[src/rtl/mix_pkg.sv]
// rtl/mix_pkg.sv - shared widths, drain state encoding and saturation limits for mix_out_buffer
package mix_pkg;

    localparam int MIX_W = 11;
    localparam int AUD_W = 32;

    typedef enum logic [1:0] {
        IDLE = 2'd0,
        WR   = 2'd1,
        GAP  = 2'd2
    } drain_state_t;

    localparam logic [AUD_W-1:0] SAT_MAX = 32'h7FFF_FFFF;
    localparam logic [AUD_W-1:0] SAT_MIN = 32'h8000_0000;

endpackage

[src/rtl/mix_sample_fifo.sv]
// rtl/mix_sample_fifo.sv - synchronous sample FIFO; a push into a full FIFO is accepted only alongside a pop
module mix_sample_fifo #(
    parameter int DEPTH = 8,
    parameter int W     = 32
) (
    input  logic                     clk_i,
    input  logic                     rst_ni,
    input  logic                     push_i,
    input  logic [W-1:0]             push_data_i,
    input  logic                     pop_i,
    output logic [W-1:0]             pop_data_o,
    output logic                     full_o,
    output logic                     empty_o,
    output logic [$clog2(DEPTH):0]   level_o
);

    localparam int AW = $clog2(DEPTH);
    localparam logic [AW:0] FULL_LVL = DEPTH[AW:0];

    logic [W-1:0]  mem_q [DEPTH];
    logic [AW-1:0] wr_ptr_q;
    logic [AW-1:0] rd_ptr_q;
    logic [AW:0]   level_q;
    logic          push_ok;
    logic          pop_ok;

    assign full_o     = (level_q == FULL_LVL);
    assign empty_o    = (level_q == '0);
    assign pop_ok     = pop_i && !empty_o;
    assign push_ok    = push_i && (!full_o || pop_ok);
    assign pop_data_o = mem_q[rd_ptr_q];
    assign level_o    = level_q;

    // When full, wr_ptr equals rd_ptr; the head is read combinationally before this edge overwrites it.
    always_ff @(posedge clk_i) begin
        if (push_ok) begin
            mem_q[wr_ptr_q] <= push_data_i;
        end
    end

    always_ff @(posedge clk_i or negedge rst_ni) begin
        if (!rst_ni) begin
            wr_ptr_q <= '0;
            rd_ptr_q <= '0;
            level_q  <= '0;
        end else begin
            if (push_ok) wr_ptr_q <= wr_ptr_q + 1'b1;
            if (pop_ok)  rd_ptr_q <= rd_ptr_q + 1'b1;
            case ({push_ok, pop_ok})
                2'b10:   level_q <= level_q + 1'b1;
                2'b01:   level_q <= level_q - 1'b1;
                default: level_q <= level_q;
            endcase
        end
    end

endmodule

[src/rtl/mix_out_buffer.sv]
// rtl/mix_out_buffer.sv - mixer sum to codec: recentre, saturating gain, FIFO, 3-cycle drain handshake
// Optional drop_count port and counter under MIX_DROP_CNT_EN.
module mix_out_buffer
    import mix_pkg::*;
#(
    parameter int FIFO_DEPTH = 8,
    parameter int GAIN_SHIFT = 16,
    parameter int MID_OFFSET = 1020
) (
    input  logic                          CLOCK_50,
    input  logic                          resetn,
    input  logic [MIX_W-1:0]              mix_in,
    input  logic                          mix_valid,
    input  logic                          audio_out_allowed,
    output logic [AUD_W-1:0]              left_channel_audio_out,
    output logic [AUD_W-1:0]              right_channel_audio_out,
    output logic                          write_audio_out,
    output logic [$clog2(FIFO_DEPTH):0]   fifo_level
`ifdef MIX_DROP_CNT_EN
    ,
    output logic [15:0]                   drop_count
`endif
);

    localparam logic signed [11:0] MID_S = 12'(MID_OFFSET);
    localparam logic signed [35:0] P_MAX = {4'h0, SAT_MAX};
    localparam logic signed [35:0] P_MIN = {4'hF, SAT_MIN};

    logic signed [11:0] centred_w;
    logic signed [35:0] scaled_w;
    logic [AUD_W-1:0]   sample_d;
    logic [AUD_W-1:0]   conv_data_q;
    logic               conv_valid_q;
    drain_state_t       state_q;
    logic [AUD_W-1:0]   left_q;
    logic               write_q;
    logic [AUD_W-1:0]   fifo_rdata;
    logic               fifo_full;
    logic               fifo_empty;
    logic               pop_w;
    logic               push_w;

    always_comb begin
        centred_w = $signed({1'b0, mix_in}) - MID_S;
        scaled_w  = 36'({{24{centred_w[11]}}, centred_w} << GAIN_SHIFT);
        if (scaled_w > P_MAX) begin
            sample_d = SAT_MAX;
        end else if (scaled_w < P_MIN) begin
            sample_d = SAT_MIN;
        end else begin
            sample_d = scaled_w[AUD_W-1:0];
        end
    end

    always_ff @(posedge CLOCK_50 or negedge resetn) begin
        if (!resetn) begin
            conv_valid_q <= 1'b0;
            conv_data_q  <= '0;
        end else begin
            conv_valid_q <= mix_valid;
            if (mix_valid) conv_data_q <= sample_d;
        end
    end

    assign pop_w  = (state_q == IDLE) && !fifo_empty && audio_out_allowed;
    assign push_w = conv_valid_q && (!fifo_full || pop_w);

    mix_sample_fifo #(
        .DEPTH (FIFO_DEPTH),
        .W     (AUD_W)
    ) u_fifo (
        .clk_i       (CLOCK_50),
        .rst_ni      (resetn),
        .push_i      (push_w),
        .push_data_i (conv_data_q),
        .pop_i       (pop_w),
        .pop_data_o  (fifo_rdata),
        .full_o      (fifo_full),
        .empty_o     (fifo_empty),
        .level_o     (fifo_level)
    );

    // GAP gives the codec one cycle to refresh audio_out_allowed before the next pop.
    always_ff @(posedge CLOCK_50 or negedge resetn) begin
        if (!resetn) begin
            state_q <= IDLE;
            left_q  <= '0;
            write_q <= 1'b0;
        end else begin
            case (state_q)
                IDLE: begin
                    if (pop_w) begin
                        left_q  <= fifo_rdata;
                        write_q <= 1'b1;
                        state_q <= WR;
                    end
                end
                WR: begin
                    write_q <= 1'b0;
                    state_q <= GAP;
                end
                GAP: begin
                    state_q <= IDLE;
                end
                default: begin
                    write_q <= 1'b0;
                    state_q <= IDLE;
                end
            endcase
        end
    end

    assign left_channel_audio_out  = left_q;
    assign right_channel_audio_out = left_q;
    assign write_audio_out         = write_q;

`ifdef MIX_DROP_CNT_EN
    logic        drop_w;
    logic [15:0] drop_cnt_q;

    assign drop_w = conv_valid_q && fifo_full && !pop_w;

    always_ff @(posedge CLOCK_50 or negedge resetn) begin
        if (!resetn) begin
            drop_cnt_q <= '0;
        end else if (drop_w && (drop_cnt_q != 16'hFFFF)) begin
            drop_cnt_q <= drop_cnt_q + 1'b1;
        end
    end

    assign drop_count = drop_cnt_q;
`endif

endmodule

[config.mk]
export PLATFORM = sky130hd
export DESIGN_NAME = mix_out_buffer
export DESIGN_NICKNAME = d
export VERILOG_FILES = /design/src/rtl/mix_pkg.sv /design/src/rtl/mix_sample_fifo.sv /design/src/rtl/mix_out_buffer.sv
export SDC_FILE = /design/constraint.sdc
export NUM_CORES = 1
export LEC_CHECK = 0
export ABC_CLOCK_PERIOD_IN_PS = 3200
export CORE_ASPECT_RATIO = 1.1
export CORE_UTILIZATION = 40
export CTS_CLUSTER_SIZE = 14
export DETAILED_ROUTE_END_ITERATION = 16
export PLACE_DENSITY = 0.67
export SETUP_SLACK_MARGIN = 0.5
export SLEW_MARGIN = 40
export SYNTH_ARGS = -nofsm -noshare
export SYNTH_HDL_FRONTEND = slang
export SYNTH_SLANG_ARGS = --single-unit
[constraint.sdc]
create_clock -name CLOCK_50 -period 3.2 [get_ports CLOCK_50]
set_input_delay 0.64 -clock CLOCK_50 [delete_from_list [all_inputs] [get_ports CLOCK_50]]
set_output_delay 0.64 -clock CLOCK_50 [all_outputs]
set_load 0.01 [all_outputs]
# Yosys cells after proc, flatten, opt, wreduce, memory -nomap -nowiden
# Memory sizes are Yosys's and may differ from the RTL's. A register that Yosys moved wholly into a read port is not among the register bits.
# Index checks and enable logic that the tools add are counted.
# op_classes
reduce_logical,15
mux,9
bitwise_logic,1
n_eq_ne,6
addsub,5
n_lt_le_gt_ge,2
# ops
operator,n
$mux 32,2
$gt 28x32->1 const B,1
$lt 28x32->1 const B,1
$sub 11x10->12 const B,1
$pmux 4 s2,1
$add 3x1->3 const B,2
$logic_and 1x1->1,5
$add 4x1->4 const B,1
$eq 2x1->1 const B,2
$eq 2x2->1 const B,2
$eq 4x4->1 const B,1
$logic_not 4->1,1
$pmux 2 s2,1
$reduce_and 2->1,2
$sub 4x1->4 const B,1
$logic_not 1->1,3
$mux 1,3
$logic_not 2->1,1
$logic_or 1x1->1,2
$mux 2,1
$ne 2x2->1 const B,1
$pmux 1 s2,1
$reduce_bool 2->1,1
$not 1->1,1
# word_totals
reg_bits,46
n_memories,1
word_cells,46
output_inout_bits,69
ramBits,256
# memory_table
memory,words,width,read_ports,rd_ports_with_merged_regs,wr,line,text
u_fifo.mem_q,8,32,1,1,1,mix_sample_fifo.sv:20,logic [W-1:0] mem_q [DEPTH];

# Depth between registers and ports, before layout
# Gate-level depths: netlist (run 1).
# depth
ltp_word,9
mapped_depth,11
ltp_nobuf,10

# Cells and area by module
# A second synthesis (run 1) with hierarchy kept.
# hier_totals
hier_cells,604
area_unflattened_um2,12577.1
# modules_own_cells
mod,seq_area_each_um2,area_each_um2,cells_per_inst,instances
mix_sample_fifo,7937.6,10403.7,439,1
mix_out_buffer,1201.2,2173.3,165,1

# Worst setup path before layout (run 1)
# Ideal clock, no wire load.
# synth_path
kind,input-to-reg
start,input port audio_out_allowed
end,"register u_fifo.level_q[2], in the netlist u_fifo.level_o[2]"
arrival_ps,2415
cell_stages,11
setup_slack_ps,655
n_path_buf,2
setup_ps,131
path_cell_list,or3b_4 > a21oi_2 > buf_4 > buf_4 > ha_1 > xor2_1 > ha_1 > a21oi_1 > xor2_1 > nor2_1 > xor2_1
# synth_via
elab_chain_cells,6
word_cells_on_any_way,10
classes_between,2 x eq/ne; 1 x mux; 7 x reduce/logical
# synth_rtl
element,line,text
from (decl),mix_out_buffer.sv:14,"input logic audio_out_allowed,"
$logic_and 1x1->1 *,mix_out_buffer.sv:65,assign pop_w = (state_q == IDLE) && !fifo_empty && audio_out_allowed;
$logic_and 1x1->1 *,mix_sample_fifo.sv:29,assign pop_ok = pop_i && !empty_o;
net u_fifo.pop_ok,mix_sample_fifo.sv:25,logic pop_ok;
$logic_or 1x1->1,mix_sample_fifo.sv:30,assign push_ok = push_i && (!full_o || pop_ok);
$logic_and 1x1->1,mix_sample_fifo.sv:30,
$eq 2x1->1 or $eq 2x2->1 (tied branches),mix_sample_fifo.sv:49,"case ({push_ok, pop_ok})"
$pmux 4 s2 or $reduce_bool 2->1 (tied branches),--,
to (signal assigned),mix_sample_fifo.sv:50,2'b10: level_q <= level_q + 1'b1;
to (signal assigned),mix_sample_fifo.sv:51,2'b01: level_q <= level_q - 1'b1;
to (signal assigned),mix_sample_fifo.sv:52,default: level_q <= level_q;
to (decl),mix_sample_fifo.sv:23,logic [AW:0] level_q;
# The timed path passes the listed nets; every way through them passes the cells marked *.
# A chain may end at the register's enable or synchronous reset.

# Final worst setup path (run 1)
# layout_path
start,input port audio_out_allowed
end,"register u_fifo.level_q[2], in the netlist u_fifo.level_o[2]"
# layout_via
elab_chain_cells,6
word_cells_on_any_way,10
classes_between,2 x eq/ne; 1 x mux; 7 x reduce/logical
# layout_rtl
element,line
$logic_and 1x1->1 *,mix_out_buffer.sv:65
$logic_or 1x1->1 or $logic_and 1x1->1 (tied branches),"mix_out_buffer.sv:66, mix_sample_fifo.sv:29"
$logic_and 1x1->1 or $logic_or 1x1->1 (tied branches),"mix_out_buffer.sv:66, mix_sample_fifo.sv:30"
$logic_and 1x1->1,mix_sample_fifo.sv:30
$eq 2x1->1 or $eq 2x2->1 (tied branches),mix_sample_fifo.sv:49
$pmux 4 s2 or $reduce_bool 2->1 (tied branches),--
# Every way passes the cells marked *; elsewhere a longest branch is shown, timed or not.

==> results of run 1 <==
==> power breakdown <==
group / switching, uW / internal [uW]
Clock: 703 / 1250
Combinational: 772 / 1020
Sequential: 389 / 2260
Total: 1860 / 4540
==> routing by layer <==
metal,vias up,global-route usage,part of all wire,routed length [um]
met4,0,0.0588,0.011,110
met1,1432,0.180,0.44,4290
li1,1323,-,-,-
met5,-,0,0,0
met3,12,0.0474,0.040,396
met2,82,0.241,0.51,5030
==> cells by family after synthesis <==
| logic type | Yosys count |
|---|---|
| flops | 134 |
| xor+xnor | 16 |
| simple gates | 55 |
| buf+inv | 68 |
| mux | 45 |
| fa+ha+maj | 6 |
| other cells | 1 |
| compound gates | 26 |
==> final cells by class <==
type / count / area, um2
fill: 1171 / 7080
sequential: 134 / 3840
multi-input combinational: 180 / 1520
timing repair buffer: 64 / 606
clock buffer: 23 / 532
tap: 188 / 235
clock inverter: 9 / 86.3
inverter: 3 / 11.3
==> stage by stage <==
stage / area [um2] / hold WS, ns / total power, uW
global placement: 6200 / 0.420 / 4450
global route: 6830 / 0.246 / 6730
CTS: 6820 / 0.218 / 6480
floorplan: 5850 / 0.344 / 3910
detailed placement: 6200 / 0.413 / 4510
finish: 6830 / 0.209 / 6400
==> worst min-delay path by stage <==
| stage | to | cells after the start |
|---|---|---|
| finish | conv_data_q[20]$_DFFE_PN0P_ | 1 |
| global placement | state_q[1]$_DFFE_PN0P_ | 1 |
| detailed placement | state_q[1]$_DFFE_PN0P_ | 1 |
| floorplan | conv_data_q[16]$_DFFE_PN0P_ | 0 |
| global route | u_fifo.rd_ptr_q[1]$_DFFE_PN0P_ | 1 |
| CTS | conv_data_q[20]$_DFFE_PN0P_ | 1 |
==> registers in the layout, summed over array words and instances (netlist names) <==
| name | count |
|---|---|
| state_q | 2 |
| conv_data_q | 12 |
| write_audio_out | 1 |
| u_fifo.rd_ptr_q | 3 |
| u_fifo.mem_q | 96 |
| conv_valid_q | 1 |
| u_fifo.level_o | 4 |
| left_channel_audio_out | 12 |
| u_fifo.wr_ptr_q | 3 |
==> timing repair <==
item / in CTS / in global routing
hold buffers: 0 / 0
endpoints found under the setup margin: 0 / 1
resized for setup: 0 / 1
==> placed cells by master (no fill, tap or decap), types with 3 or more instances in the layout <==
| cell | n |
|---|---|
| xnor2_1 | 8 |
| nand3_1 | 6 |
| nor2_1 | 25 |
| xor2_1 | 8 |
| buf_4 | 14 |
| mux2i_1 | 13 |
| inv_1 | 3 |
| dfrtp_1 | 36 |
| mux4_1 | 3 |
| a21oi_1 | 22 |
| nor3_1 | 5 |
| nor2b_1 | 3 |
| and3_1 | 3 |
| clkbuf_16 | 20 |
| edfxtp_1 | 96 |
| clkdlybuf4s50_1 | 50 |
| nand2_1 | 6 |
| conb_1 | 32 |
| mux4_2 | 21 |
| mux2_2 | 6 |
| ha_1 | 5 |
| clkinv_2 | 3 |
==> cell usage after synthesis (all sizes together) <==
cell type and instances:
a21o 1, and3 3, nand2 7, o32ai 1
xnor2 8, a31oi 1, or3b 2, edfxtp 96
dfrtp 38, nand2b 1, nand3 7, nor2b 3
mux4 24, xor2 8, nor3 6, inv 3
nor2 25, conb 1, or3 1, ha 6
a21oi 23, mux2i 13, mux2 8, clkbuf 3
buf 62
==> critical path: stages <==
cell and delay [ns]:
clkdlybuf4s50_1 0.44, or3b_4 0.39, nand3_2 0.12, nand2_2 0.10, ha_2 0.23, xor2_1 0.17, ha_1 0.19, a21oi_1 0.16
xor2_1 0.17, nor2_1 0.07, xor2_1 0.14
==> impl_metrics.env, run 1 <==
export IMPL_outcome="completed"
export IMPL_vias_per_cell=4.74
export IMPL_routedWlPerCell_um=16.3
export IMPL_yosysTopAreaCellShare=0.503
export IMPL_slew_violations=0
export IMPL_area_growth_pct=19.1
export IMPL_postCtsSetupBuffers=0
export IMPL_critPathLaunch="audio_out_allowed"
export IMPL_cts_buffers_inserted=17
export IMPL_overflow=0
export IMPL_maxCapViolations=0
export IMPL_drtAntennaViolNets=0
export IMPL_tightest_slew_ns=0.849
export IMPL_synth_cell_types=37
export IMPL_routed_wl_mm=9.83
export IMPL_slew_headroom=0.434
export IMPL_synth_compound_area_frac=0.0247
export IMPL_setup_tns_ns=0
export IMPL_crit_fanout=4
export IMPL_h_tree_depth=4
export IMPL_drc=0
export IMPL_io_pins=84
export IMPL_setup_ws_ns=0.663
export IMPL_reg2reg_depth=10
export IMPL_r2r_setup_slack_ns=0.94
export IMPL_track_usage=0.147
export IMPL_synthXorXnorAreaFrac=0.0245
export IMPL_leakage_uw=0.00251
export IMPL_drtIter0Drc=116
export IMPL_reg2reg_to="u_fifo.level_o[2]$_DFFE_PN0P_"
export IMPL_place_ws_ns=0.192
export IMPL_grt_pass1_wl_mm=15.3
export IMPL_cts_sinks=134
export IMPL_cp_endpoint="u_fifo.level_o[2]$_DFFE_PN0P_"
export IMPL_synth_top_area_cell="edfxtp_1"
export IMPL_dp_hpwl_mm=6.21
export IMPL_finalCritPeriodShare=0.793
export IMPL_fin_cells=601
export IMPL_synth_top_family_by_area="multiplexers"
export IMPL_min_path_type="in -> async"
export IMPL_nNetsFinal=421
export IMPL_post_route_min_period_ns=2.54
export IMPL_drive_above_1_share=0.196
export IMPL_cp_data_arrival_time_ns=2.82
export IMPL_netlist_area_um2=5730
export IMPL_crit_required_ns=3.49
export IMPL_cts_buffer_depth=2
export IMPL_grt_pass1_vias=2870
export IMPL_insertion_delay_ns=0.41
export IMPL_utilization=0.491
export IMPL_fmax_mhz=394
export IMPL_tritoncts="yes"
export IMPL_rsz0062_at_grt="no"
export IMPL_pwr_density_cell_nw_per_um2=938
export IMPL_dieHeight_um=128
export IMPL_fin_skew_ns=0.00788
export IMPL_grt_antenna_before_repair=0
export IMPL_die_x_um=116
export IMPL_synthMuxAreaShare=0.135
export IMPL_r2r_start="state_q[0]$_DFFE_PN0P_"
export IMPL_yosysWarnings=0
export IMPL_path_clk_slew_ns=0.06
export IMPL_syn_inst=351
export IMPL_grt_max_degree=39
export IMPL_ys_seq_elements=134
export IMPL_peakVddDrop_uv=437
export IMPL_synth_fa_ha_area_frac=0.0131
export IMPL_syn_area_per_cell_um2=16.3
export IMPL_antennaDiodeCount=0
export IMPL_initial_core_util=0.412
export IMPL_root_buffer="clkbuf_16"
export IMPL_dr_pass1_iters=4
export IMPL_synth_top_cells_by_area="edfxtp_1 (50%), dfrtp_1 (17%), mux4_2 (8.3%), buf_4 (7.1%), mux2i_1 (2.3%)"
export IMPL_dieArea_um2=14800
export IMPL_crit_type="in -> reg"
export IMPL_yosys_area_share_simple=0.0467
export IMPL_dp_cells=569
export IMPL_end_kind="register"
export IMPL_place_congestion=0.709
export IMPL_finalHoldViolations=0
export IMPL_synth_seq_area_share=0.669
export IMPL_setup_viol=0
export IMPL_numPortBuffers=51
export IMPL_vias=2849
export IMPL_rows=45
export IMPL_core_area_um2=13900
export IMPL_start_kind="input port"
Power figures use the tool's default switching activity.
==> run 2: changes to the inputs <==
ABC_CLOCK_PERIOD_IN_PS = 2350   (was 3200)
clock period = 2.35 ns   (was 3.2 ns; I/O delays follow)
==> run 2 against run 1 <==
Effect of this change: sequential cell count is the same; highest routed layer unchanged; largest cell class unchanged; sequential power increased by 31%; clock skew about the same; utilization up 5.0 points; combinational power grew 79%; largest power group unchanged; critical endpoint is now u_fifo.mem_q[2][22]$_DFFE_PP_; sequential share of layout area down 5.1 points; clock power rose by 51%.
==> impl_metrics.env, run 2 (synthesis gave the netlist of run 1 again) <==
export IMPL_outcome="completed"
export IMPL_maxCapViolations=0
export IMPL_routedWlPerCell_um=17.2
export IMPL_drtIter0Drc=208
export IMPL_io_pins=84
export IMPL_crit_fanout=6
export IMPL_grt_pass1_wl_mm=16.5
export IMPL_min_path_type="in -> async"
export IMPL_crit_required_ns=2.48
export IMPL_root_buffer="clkbuf_16"
export IMPL_initial_core_util=0.412
export IMPL_holdBufCountCts=0
export IMPL_end_kind="register"
export IMPL_rows=45
export IMPL_nNetsFinal=452
export IMPL_cp_data_arrival_time_ns=2.26
export IMPL_numPortBuffers=51
export IMPL_dp_hpwl_mm=6.51
export IMPL_place_congestion=0.685
export IMPL_grt_antenna_before_repair=0
export IMPL_routed_wl_mm=10.9
export IMPL_dieArea_um2=14800
export IMPL_setup_viol=0
export IMPL_finalHoldViolations=0
export IMPL_seqCellArea_um2=3840
export IMPL_largest_reg_flops=96
export IMPL_fin_skew_ns=0.00752
export IMPL_grt_max_degree=27
export IMPL_core_area_um2=13900
export IMPL_start_kind="register"
export IMPL_dieHeight_um=128
export IMPL_multi_input_area_um2=1670
export IMPL_leakage_uw=0.00290
export IMPL_drive_above_1_share=0.291
export IMPL_path_clk_slew_ns=0.06
export IMPL_mostFrequentLayoutCells="edfxtp_1 (96), dfrtp_1 (34), conb_1 (32)"
export IMPL_pwr_density_cell_nw_per_um2=1280
export IMPL_tightest_slew_ns=0.718
export IMPL_fmax_mhz=469
export IMPL_insertion_delay_ns=0.41
export IMPL_cts_sinks=134
export IMPL_slew_violations=0
export IMPL_cts_buffers_inserted=17
export IMPL_setup_tns_ns=0
export IMPL_mostFrequentLayoutCell="edfxtp_1"
export IMPL_overflow=0
export IMPL_utilization=0.541
export IMPL_largest_register="u_fifo.mem_q"
export IMPL_fin_total_pwr_uw=9620
export IMPL_die_x_um=116
export IMPL_h_tree_depth=4
export IMPL_place_ws_ns=-0.345
export IMPL_vias=3102
export IMPL_fillCellCount=1087
export IMPL_dr_pass1_iters=4
export IMPL_slew_headroom=0.521
export IMPL_setup_ws_ns=0.218
export IMPL_track_usage=0.157
export IMPL_grt_pass1_vias=3013
export IMPL_finalCritPeriodShare=0.907
export IMPL_vias_per_cell=4.91
export IMPL_drtAntennaViolNets=0
export IMPL_peakVddDrop_uv=515
export IMPL_rsz0062_at_grt="yes"
export IMPL_drc=0
export IMPL_tritoncts="yes"
export IMPL_crit_type="reg -> reg"
export IMPL_cts_buffer_depth=2
export IMPL_area_growth_pct=31.2
export IMPL_post_route_min_period_ns=2.13
export IMPL_reg2reg_depth=8
export IMPL_antennaDiodeCount=0
run 2: routing by layer:
metal	track usage	routed length, um
met3	0.0413	704
met2	0.262	5790
met1	0.193	4250
met4	0.0656	126
met5	0	0
run 2: path summary, 6_finish.rpt:
check | start | end | slack [ns]
hold / removal | resetn | conv_data_q[19]$_DFFE_PN0P_ | 0.07
setup / recovery | state_q[1]$_DFFE_PN0P_ | u_fifo.mem_q[2][22]$_DFFE_PP_ | 0.22
hold reg to reg | state_q[1]$_DFFE_PN0P_ | state_q[1]$_DFFE_PN0P_ | 0.44
max in group asynchronous | resetn | left_channel_audio_out[30]$_DFFE_PN0P_ | 1.69
setup reg to reg | state_q[1]$_DFFE_PN0P_ | u_fifo.mem_q[2][22]$_DFFE_PP_ | 0.22
min in group CLOCK_50 | state_q[1]$_DFFE_PN0P_ | state_q[1]$_DFFE_PN0P_ | 0.44
run 2: cell type report:
class / count / share of cell area
inverter: 3 / 0.00150
timing repair buffer: 95 / 0.146
sequential: 134 / 0.511
clock buffer: 17 / 0.0566
clock inverter: 15 / 0.0321
multi-input combinational: 180 / 0.222
tap: 188 / 0.0313
run 2: critical path, cell delays in order (launching register included):
cell       delay, ns
dfrtp_1         0.38
or3b_4          0.44
nand3_4         0.11
buf_4           0.11
buf_6           0.11
buf_6           0.10
nand2b_4        0.09
nor3_4          0.28
clkbuf_16       0.23
run 2: repair_timing:
| action | CTS | global route |
|---|---|---|
| resized for setup | 29 | 25 |
| pin swaps | 8 | 7 |
| setup buffers | 14 | 4 |
| gates cloned | 2 | 2 |
| setup endpoints to repair | 103 | 117 |
run 2: power by group:
group / switching, uW / internal, uW
registers: 381 / 3090
clock network: 1030 / 1920
logic: 1460 / 1750
total: 2870 / 6750
run 2: stage by stage:
stage / cells / hold slack (ns) / instance area, um2
after floorplan: 382 / 0.174 / 5950
after global placement: 578 / 0.419 / 6460
after detailed placement: 578 / 0.417 / 6460
after CTS: 626 / 0.0869 / 7360
after global routing: 632 / 0.111 / 7520
final: 632 / 0.0668 / 7520
==> run 3: changes to the inputs <==
ABC_CLOCK_PERIOD_IN_PS = 2500   (was 2350)
CORE_UTILIZATION = 58   (was 40)
CTS_CLUSTER_SIZE = unset   (was 14)
PLACE_DENSITY = 0.89   (was 0.67)
clock period = 2.5 ns   (was 2.35 ns; I/O delays follow)
==> run 3 against run 2 <==
Effect of this change: non-clock buffer count decreased by 10; highest routed layer unchanged; utilization increased by 20 points; combinational power down 14%; critical path depth grew 2; final area decreased by 7.0%; clock-buffer cell count rose by 2; hold slack improved by 0.36 ns; first-iteration DRC count grew 1.9%; critical path type unchanged; critical endpoint is now u_fifo.level_o[2]$_DFFE_PN0P_; cell count decreased by 13%.
==> impl_metrics.env, run 3 (synthesis gave the netlist of run 1 again) <==
export IMPL_outcome="completed"
export IMPL_rsz0062_at_grt="yes"
export IMPL_drc=0
export IMPL_dieArea_um2=10300
export IMPL_setup_viol=0
export IMPL_h_tree_depth=4
export IMPL_overflow=0
export IMPL_routed_wl_mm=10.7
export IMPL_drive_above_1_share=0.265
export IMPL_initial_core_util=0.604
export IMPL_grt_antenna_before_repair=0
export IMPL_r2r_start="state_q[0]$_DFFE_PN0P_"
export IMPL_whs_ns=0.430
export IMPL_grt_pass1_wl_mm=16.5
export IMPL_place_ws_ns=-0.225
export IMPL_fin_skew_ns=0.00878
export IMPL_peakVddDrop_uv=556
export IMPL_place_congestion=0.745
export IMPL_numPortBuffers=51
export IMPL_end_kind="register"
export IMPL_cp_data_arrival_time_ns=2.50
export IMPL_finalCritPeriodShare=0.838
export IMPL_crit_required_ns=2.91
export IMPL_core_area_um2=9490
export IMPL_grt_pass1_vias=3083
export IMPL_area_growth_pct=22.0
export IMPL_setup_ws_ns=0.404
export IMPL_nNetsFinal=442
export IMPL_die_x_um=96.8
export IMPL_dp_hpwl_mm=6.74
export IMPL_dieHeight_um=106
export IMPL_vias_per_cell=5.56
export IMPL_drtIter0Drc=212
export IMPL_grt_max_degree=39
export IMPL_pwr_density_cell_nw_per_um2=1190
export IMPL_cts_buffer_depth=2
export IMPL_post_route_min_period_ns=2.10
export IMPL_fmax_mhz=477
export IMPL_dr_pass1_iters=4
export IMPL_vias=3066
export IMPL_cts_sinks=134
export IMPL_rows=37
export IMPL_root_buffer="clkbuf_8"
export IMPL_tightest_slew_ns=0.526
export IMPL_insertion_delay_ns=0.52
export IMPL_largest_register="u_fifo.mem_q"
export IMPL_largest_reg_flops=96
export IMPL_tritoncts="yes"
export IMPL_track_usage=0.223
export IMPL_path_clk_slew_ns=0.06
export IMPL_crit_type="reg -> reg"
export IMPL_mostFrequentLayoutCells="edfxtp_1 (96), dfrtp_1 (34), clkdlybuf4s50_1 (33)"
export IMPL_slew_headroom=0.648
export IMPL_drtAntennaViolNets=0
export IMPL_hp_start="state_q[1]$_DFFE_PN0P_"
export IMPL_critPathLaunch="state_q[0]$_DFFE_PN0P_"
export IMPL_start_kind="register"
export IMPL_min_path_type="reg -> reg"
export IMPL_maxCapViolations=0
export IMPL_cts_buffers_inserted=17
export IMPL_finalHoldViolations=0
export IMPL_io_pins=84
export IMPL_antennaDiodeCount=0
export IMPL_leakage_uw=0.00267
export IMPL_mostFrequentLayoutCell="edfxtp_1"
export IMPL_crit_fanout=3
export IMPL_slew_violations=0
export IMPL_routedWlPerCell_um=19.5
run 3: cell count changes in the layout (fill, tap and decap cells not counted), sizes merged, moves of 2 or more:
cell | previous run | this run
buf | 42 | 34
bufinv | 5 | 1
clkdlybuf4s50 | 26 | 33
clkinv | 4 | 6
clkinvlp | 0 | 5
dlymetal6s2s | 16 | 9
inv | 9 | 4
run 3: layout make-up:
| type | count | area, um2 |
|---|---|---|
| clock inverter | 13 | 129 |
| multi-input combinational | 180 | 1630 |
| fill | 549 | 2500 |
| inverter | 3 | 11.3 |
| timing repair buffer | 85 | 812 |
| sequential | 134 | 3840 |
| tap | 117 | 146 |
| clock buffer | 19 | 422 |
run 3: power breakdown:
group          total (uW)  switching (uW)  internal (uW)
Clock                2270             942           1330
Sequential           3250             343           2900
Combinational        2780            1330           1450
Total                8300            2620           5680
run 3: critical path: stages, from the launching register on:
cell and delay (ns):
dfrtp_1 0.38, or3b_4 0.44, nand3_4 0.12, nand2_4 0.07, ha_4 0.17, xor2_1 0.16
ha_2 0.18, a21oi_2 0.11, xor2_1 0.14, nor2_1 0.06, xor2_1 0.15
run 3: final timing paths:
| kind | cells after the start | slack, ns | to |
|---|---|---|---|
| setup / recovery | 10 | 0.40 | u_fifo.level_o[2]$_DFFE_PN0P_ |
| min in group asynchronous | 2 | 0.50 | u_fifo.wr_ptr_q[1]$_DFFE_PN0P_ |
| hold reg to reg | 1 | 0.43 | state_q[1]$_DFFE_PN0P_ |
| hold / removal | 1 | 0.43 | state_q[1]$_DFFE_PN0P_ |
| setup reg to reg | 10 | 0.40 | u_fifo.level_o[2]$_DFFE_PN0P_ |
| max in group asynchronous | 2 | 1.62 | left_channel_audio_out[30]$_DFFE_PN0P_ |
run 3: routing by layer:
layer,vias up,track usage,part of all wire
li1,1367,-,-
met1,1547,0.266,0.39
met2,128,0.378,0.54
met3,24,0.0657,0.047
met4,0,0.0970,0.023
met5,-,0,0
run 3: what timing repair did:
item | 4_1_cts | 5_1_grt
pin swaps | 1 | 2
endpoints found under the setup margin | 32 | 56
gates resized for setup | 19 | 15
gates cloned | 0 | 0
endpoints found under the hold margin | 38 | 0
hold buffers | 1 | 0
buffers inserted | 7 | 2
run 3: metrics by stage:
| stage | instance area, um2 | setup TNS (ns) | utilization | total power [uW] | instances |
|---|---|---|---|---|---|
| CTS | 6930 | 0 | 0.730 | 8310 | 549 |
| floorplan | 5930 | 0 | - | 5100 | 382 |
| global route | 6990 | 0 | 0.737 | 8690 | 551 |
| finish | 6990 | 0 | 0.737 | 8300 | 551 |
| global placement | 6290 | -0.235 | 0.663 | 5780 | 509 |
| detailed placement | 6290 | -1.60 | 0.663 | 5920 | 509 |
